File: config.mk
export PLATFORM = sky130hd
export DESIGN_NAME = multi_clk_gen
export DESIGN_NICKNAME = d
export VERILOG_FILES = /design/src/rtl/multi_clk_gen_pkg.sv /design/src/rtl/clk_gen_channel.sv /design/src/rtl/multi_clk_gen.sv
export SDC_FILE = /design/constraint.sdc
export NUM_CORES = 2
export LEC_CHECK = 0
export CELL_PAD_IN_SITES_DETAIL_PLACEMENT = 1
export CELL_PAD_IN_SITES_GLOBAL_PLACEMENT = 1
export CORE_MARGIN = 2
export CORE_UTILIZATION = 40
export CTS_CLUSTER_DIAMETER = 50
export DETAILED_ROUTE_END_ITERATION = 12
export PLACE_DENSITY = 0.74
export SKIP_LAST_GASP = 1
export SYNTH_ARGS = -nofsm -noshare
export SYNTH_HDL_FRONTEND = slang
export SYNTH_SLANG_ARGS = --single-unit
File: constraint.sdc
create_clock -name clk -period 5.15 [get_ports clk]
set_input_delay 1.03 -clock clk [delete_from_list [all_inputs] [get_ports clk]]
set_output_delay 1.03 -clock clk [all_outputs]
set_load 0.02 [all_outputs]
File: src/rtl/multi_clk_gen_pkg.sv
// Shared types and helpers for the multi-channel clock/tick generator.
// Latency: n/a (types and elaboration-time helpers only).
// Backpressure: n/a.
//
// Holds the config-field format (half-period / phase, ns), the fixed-point
// accumulator width, and the ns-per-clk fixed-point step computation.
package multi_clk_gen_pkg;

  localparam int RESOLUTION = 32;                     // width of ns config fields
  localparam int FRAC       = 16;                     // fractional accumulator bits
  // One extra bit of headroom: acc never exceeds thr + UNIT_FP.
  localparam int ACC_W      = RESOLUTION + FRAC + 1;

  typedef logic [ACC_W-1:0] acc_t;

  typedef struct packed {
    logic [RESOLUTION-1:0] half;   // half-period, ns; 0 = stopped
    logic [RESOLUTION-1:0] phase;  // start offset, ns
  } cfg_t;

  // ns per clk in FRAC fixed point; truncation error is below 2^-FRAC ns.
  function automatic acc_t unit_fp(input longint unsigned second,
                                   input longint unsigned freq);
    longint unsigned num;
    num = second << FRAC;
    return acc_t'(num / freq);
  endfunction

endpackage

File: src/rtl/clk_gen_channel.sv
// One generator channel: fixed-point ns accumulator, clk toggle, shadow config slot.
// Latency: registered outputs; first toggle ceil((thr-ph)/UNIT) clk after the enable-edge preload.
// Backpressure: none; a load always lands in the shadow slot, overwriting any older pending value.
//
// Ports: clk/rst_n (sync, active low), load strobe + cfg_in, enable level, sync pulse;
//        clk_out generated clock, tick one-cycle pulse per toggle, pending shadow-valid flag.
module clk_gen_channel
  import multi_clk_gen_pkg::*;
#(
  parameter acc_t UNIT = unit_fp(64'd1000000000, 64'd400000000)
) (
  input  logic clk,
  input  logic rst_n,
  input  logic load,
  input  cfg_t cfg_in,
  input  logic enable,
  input  logic sync,
  output logic clk_out,
  output logic tick,
  output logic pending
);

  acc_t acc_q, acc_d;
  logic clk_q, clk_d;
  logic tick_q, tick_d;
  logic en_q, en_d;
  logic pend_q, pend_d;
  cfg_t act_q, act_d;
  cfg_t shd_q, shd_d;

  acc_t thr, phase_fp, ph, nxt;
  logic apply;

  always_comb begin
    thr      = acc_t'({act_q.half, {FRAC{1'b0}}});
    phase_fp = acc_t'({act_q.phase, {FRAC{1'b0}}});
    nxt      = acc_q + UNIT;
    // Phase is clamped below the threshold so the preload never starts past an edge.
    if (act_q.half == '0)    ph = '0;
    else if (phase_fp < thr) ph = phase_fp;
    else                     ph = thr - acc_t'(1);

    acc_d  = acc_q;
    clk_d  = clk_q;
    tick_d = 1'b0;
    en_d   = enable;
    act_d  = act_q;
    shd_d  = shd_q;
    pend_d = pend_q;
    apply  = 1'b0;

    if (!enable) begin
      acc_d = '0;
      clk_d = 1'b0;
      apply = pend_q;
    end else if (sync || !en_q) begin
      // Realign / first enabled cycle: preload the phase, output low, no tick.
      acc_d = ph;
      clk_d = 1'b0;
    end else if (act_q.half == '0) begin
      acc_d = acc_q;
    end else if (thr <= UNIT) begin
      // Half-period shorter than one clk: saturate at clk/2.
      clk_d  = ~clk_q;
      tick_d = 1'b1;
      acc_d  = '0;
      apply  = pend_q;
    end else if (nxt >= thr) begin
      // Remainder is carried so fractional periods do not drift.
      clk_d  = ~clk_q;
      tick_d = 1'b1;
      acc_d  = nxt - thr;
      apply  = pend_q;
    end else begin
      acc_d = nxt;
    end

    // New config only swaps in on an edge (or while idle), so no half-period is cut short.
    if (apply) begin
      act_d  = shd_q;
      pend_d = 1'b0;
    end
    // A load in the same cycle as an apply becomes the next pending value.
    if (load) begin
      shd_d  = cfg_in;
      pend_d = 1'b1;
    end
  end

  always_ff @(posedge clk) begin
    if (!rst_n) begin
      acc_q  <= '0;
      clk_q  <= 1'b0;
      tick_q <= 1'b0;
      en_q   <= 1'b0;
      pend_q <= 1'b0;
      act_q  <= '0;
      shd_q  <= '0;
    end else begin
      acc_q  <= acc_d;
      clk_q  <= clk_d;
      tick_q <= tick_d;
      en_q   <= en_d;
      pend_q <= pend_d;
      act_q  <= act_d;
      shd_q  <= shd_d;
    end
  end

  assign clk_out = clk_q;
  assign tick    = tick_q;
  assign pending = pend_q;

endmodule

File: src/rtl/multi_clk_gen.sv
// Multi-channel programmable clock/tick generator for the correlator timebase.
// Latency: all outputs registered; config takes effect at the next toggle (or at once while disabled).
// Backpressure: none; cfg_load is a fire-and-forget strobe, cfg_ch >= NUM_CH is dropped.
//
// Ports: clk, rst_n (sync, active low); cfg_load/cfg_ch/cfg_half_ns/cfg_phase_ns config write;
//        enable[NUM_CH] run levels; sync realign pulse; clk_out/tick/pending per channel.
module multi_clk_gen
  import multi_clk_gen_pkg::*;
#(
  parameter int                NUM_CH        = 4,
  parameter longint unsigned   CLK_FREQUENCY = 64'd400000000,
  parameter longint unsigned   SECOND        = 64'd1000000000,
  localparam int               CH_W          = (NUM_CH > 1) ? $clog2(NUM_CH) : 1
) (
  input  logic                  clk,
  input  logic                  rst_n,
  input  logic                  cfg_load,
  input  logic [CH_W-1:0]       cfg_ch,
  input  logic [RESOLUTION-1:0] cfg_half_ns,
  input  logic [RESOLUTION-1:0] cfg_phase_ns,
  input  logic [NUM_CH-1:0]     enable,
  input  logic                  sync,
  output logic [NUM_CH-1:0]     clk_out,
  output logic [NUM_CH-1:0]     tick,
  output logic [NUM_CH-1:0]     pending
);

  localparam acc_t UNIT_FP = unit_fp(SECOND, CLK_FREQUENCY);

  cfg_t cfg_in;
  assign cfg_in = '{half: cfg_half_ns, phase: cfg_phase_ns};

  for (genvar i = 0; i < NUM_CH; i++) begin : g_ch
    logic ld;
    // Out-of-range channel numbers match no instance and are silently dropped.
    assign ld = cfg_load && (cfg_ch == CH_W'(i));

    clk_gen_channel #(
      .UNIT(UNIT_FP)
    ) u_ch (
      .clk     (clk),
      .rst_n   (rst_n),
      .load    (ld),
      .cfg_in  (cfg_in),
      .enable  (enable[i]),
      .sync    (sync),
      .clk_out (clk_out[i]),
      .tick    (tick[i]),
      .pending (pending[i])
    );
  end

endmodule

==> results.md <==
- Hold Path Class: flip-flop to flip-flop
- Post-synthesis simple-gate area fraction: 22.8%
- Clk sinks: between 600 and 700
- Mux contribution to synthesized area: 7.50%
- Final setup TNS: 0 ns
- Port-buffer cells: 85
- H-Tree Depth: 3
- Worst-skew pair later-pin latency: 0.68 ns
- Register-to-register setup slack: 0.29 ns
- FMAX: 0.206 GHz
- Setup crit end kind: flip-flop
- P_sw: between 4000 and 5000 uW
- # diodes: 0
- Yosys Warn Count: 0
- XOR/XNOR Fraction of Synth Area: 6.81%
- Slew Limit Fails: 0
- I/O Pins: 86
- Fin util: 45.7%
- Syn Inst Count: 5450
- Die width: 333 um
- Clk root buf: clkbuf_16
- Largest family of logic cells by synthesized area: simple AND/OR/NAND/NOR gates
- DR vias/cell: 5.85
- Worst setup path endpoint: g_ch[3].u_ch.act_q[58]
- Hold depth: 2
- Switching Share: 31.2%
- Number of synthesized flops with an enable pin: 0
- Synth cell types: 90
- Leading cell type in the layout, fill and taps excluded: nand2_1
- Detailed-route DRC error count: 0
- Total GRT Usage: between 20% and 30%
- Final setup vio count: 0
- Yosys top cell by area: dfxtp_1
- Clock Power Share: between 40% and 50%
- Post-route ant nets: 0
- Synth async-reset ratio: 0%
- Overflow after GRT: 0
- Via count: 40.4k
- R2R Path End: g_ch[3].u_ch.act_q[58]
- Compound-Gate Fraction of Synth Area: 19.5%
- Vias in the first global route: a little over 40k
- Post-DP HPWL: 117000 um
- #FFs+latches synth: between 600 and 700
- Total CTS buffers: 91
- Final Hold Viols: 0
- Starting Density: approximately 40%
- Final min period: between 4 and 5 ns
- First-pass GRT wire length: around 240000 um
- Worst slew margin: 28.9%
- Static Leakage: between 0.015 and 0.02 uW
- Synth-to-Final Area Change: 13.3%
- Drt first pass iters: 5
- Part of the power in combinational logic: 21.6%
- Synth top area share: 30.9%
- Core Region: 0.107 mm2
- CP Launch Type: flip-flop
- Area of the die: between 0.1 and 0.15 mm2
- Routed WL: 156000 um
- Final Skew: 0.0216 ns
- Worst-path fanout max: 37
- Seq/Total Area, Yosys: 30.9%
- # rows: 120
- RSZ-0062 raised after global routing: false
- Worst reg2reg path depth: 18
- Main synth FF type: dfxtp_1
- Layout cells sized above 1: under 10%
- Placer congestion estimate: slightly above 0.9
- Die Y: 333 um
- Number of max-cap violations: 0
- Mapped Avg Cell Area: 7.93 um2
- Crit Path Class: flip-flop to flip-flop
- Syn Nets: 5792
- Req. time, crit path: 5.70 ns
- Nets: between 5k and 6k
- Internal Power: 10600 uW
- Main area contributors after synthesis: dfxtp_1, ha_1, nand2_1, mux2i_1, xnor2_1
- CTS tree: built
- CTS max path bufs: 3
- Crit path from: g_ch[3].u_ch.acc_q[18]
- Largest net degree at the start of global routing: 150
- Min-delay src: g_ch[3].u_ch.shd_q[19]
- Flop pwr share: 34.9%
- Starting DRT DRC Count: 2595
- Outcome: complete, no violations
- Clk pin slew, worst setup/hold paths: 0.06 ns
- RR Startpoint: g_ch[3].u_ch.acc_q[18]
- Post-Synth Adder-Cell Area: 7.83%
- Slew @ Worst Pin: 1.04 ns
- FILL cells: 12.9k
- CP arrival: 5.40 ns
- Max VDD drop: 0.421 mV
- Worst hold slack: around 0.46 ns
- Mapped Area: 0.0432 mm2
- Initial antenna violation count: 11
- Most frequent cells in the layout: nand2_1, dfxtp_1, nor2_1
- Power Dens Cells: 314 mW/mm2
- DR WL/cell: 22.6 um
- Final Cycle Share: 94.3%
-- cell usage after synthesis (10+ instances only) --
cell type  instances
mux2_2            39
a31o_2            10
or2_2             16
a31oi_1           81
or4_1             10
nor2_1           294
or3_1             26
buf_2             31
nand3_1          191
a221oi_1          21
xnor2_1          256
nand2_1          857
buf_4             23
clkbuf_1         248
nand3b_1          11
o21ai_0          269
nor4_1            46
o211ai_1          35
dfxtp_1          668
and3_1            43
mux2i_1          280
a311oi_1          11
and4_1            28
nand2b_1          23
inv_1            185
o221ai_1          10
o21ai_1           23
o31ai_1           22
buf_1             17
a21o_1            67
nand4_1           99
a21oi_1          284
o21a_1            34
xor2_1            80
and2_1            14
nor3_1           114
o2111ai_1         15
a211oi_1          44
o22ai_1           15
nor2b_1          238
ha_1             264
a21boi_0         264
-- metrics by stage --
step                worst slack [ns]  power [uW]  std cells  area [um2]
finish                         0.291       15400       6905       49000
global route                  0.0193       15900       6905       49000
CTS                            0.222       15400       6903       48900
detailed placement             0.312        8720       6737       45800
global placement               0.303        8680       6737       45800
floorplan                      0.588        7650       5450       43200
-- worst min path at each step --
stage	to
finish	g_ch[3].u_ch.act_q[19]
global route	g_ch[3].u_ch.act_q[33]
CTS	g_ch[3].u_ch.act_q[19]
detailed placement	g_ch[3].u_ch.act_q[16]
global placement	g_ch[3].u_ch.act_q[25]
floorplan	g_ch[3].u_ch.act_q[15]
-- critical path, stage by stage, from the launching register on --
cell and delay, ns:
dfxtp_1 0.42, nand4_1 0.19, nor3b_1 0.35, buf_4 0.21, nand4_1 0.15, or2_2 0.36, nor2_1 0.24, nand2_1 0.12
xnor2_1 0.21, ha_1 0.33, and3_1 0.25, a221o_1 0.32, a21oi_1 0.22, a211oi_1 0.13, or2_4 0.30, o311a_4 0.50
buf_12 0.22, nand3_1 0.09, o21ai_0 0.12
-- power groups by stage --
stage / Clock, uW / Sequential, uW / Combinational (uW)
after detailed placement: 0 / 5470 / 3240
after CTS: 6760 / 5360 / 3270
after global routing: 6960 / 5370 / 3590
after floorplan: 0 / 5450 / 2210
after global placement: 0 / 5470 / 3210
final: 6680 / 5360 / 3330
-- logic make-up (layout without fill, tap and decap cells) --
logic type / after synthesis / count (layout)
adders and majority gates: 268 / 268
muxes: 319 / 319
DFF: 668 / 668
and+or+nand+nor: 2057 / 2057
AOI/OAI and AO/OA: 1297 / 1297
xor gates and xnor gates: 336 / 336
buffers and inverters: 505 / 557
-- layout make-up --
type / count / area (um2) / area share (%)
well taps: 1403 / 1760 / 3.58
inverters: 186 / 698 / 1.42
clock inverters: 55 / 726 / 1.48
multi-input cells: 4277 / 28000 / 57.2
flip-flops and latches: 668 / 13400 / 27.3
clock buffers: 111 / 2460 / 5.02
repair buffers: 205 / 1980 / 4.04
-- metal layers --
layer | part of all wire (%) | global-route usage [%] | routed length [um]
met1 | 45 | 36.7 | 70700
met2 | 46 | 44.8 | 71500
met3 | 4.9 | 3.19 | 7730
met4 | 4.1 | 10.9 | 6360
met5 | 0.032 | 0 | 50
-- flip-flops by register name, indices dropped and copies added, names as in the netlist --
signal	flops
g_ch.u_ch.tick	4
g_ch.u_ch.clk_out	4
g_ch.u_ch.pending	4
g_ch.u_ch.act_q	256
g_ch.u_ch.acc_q	140
g_ch.u_ch.en_q	4
g_ch.u_ch.shd_q	256
-- what timing repair did --
item / in CTS / in global routing
gates resized for setup: 0 / 8
setup buffers: 0 / 2
setup endpoints to repair: 0 / 72
hold buffers: 0 / 0
Note: power is estimated with default switching activity, not from simulation.
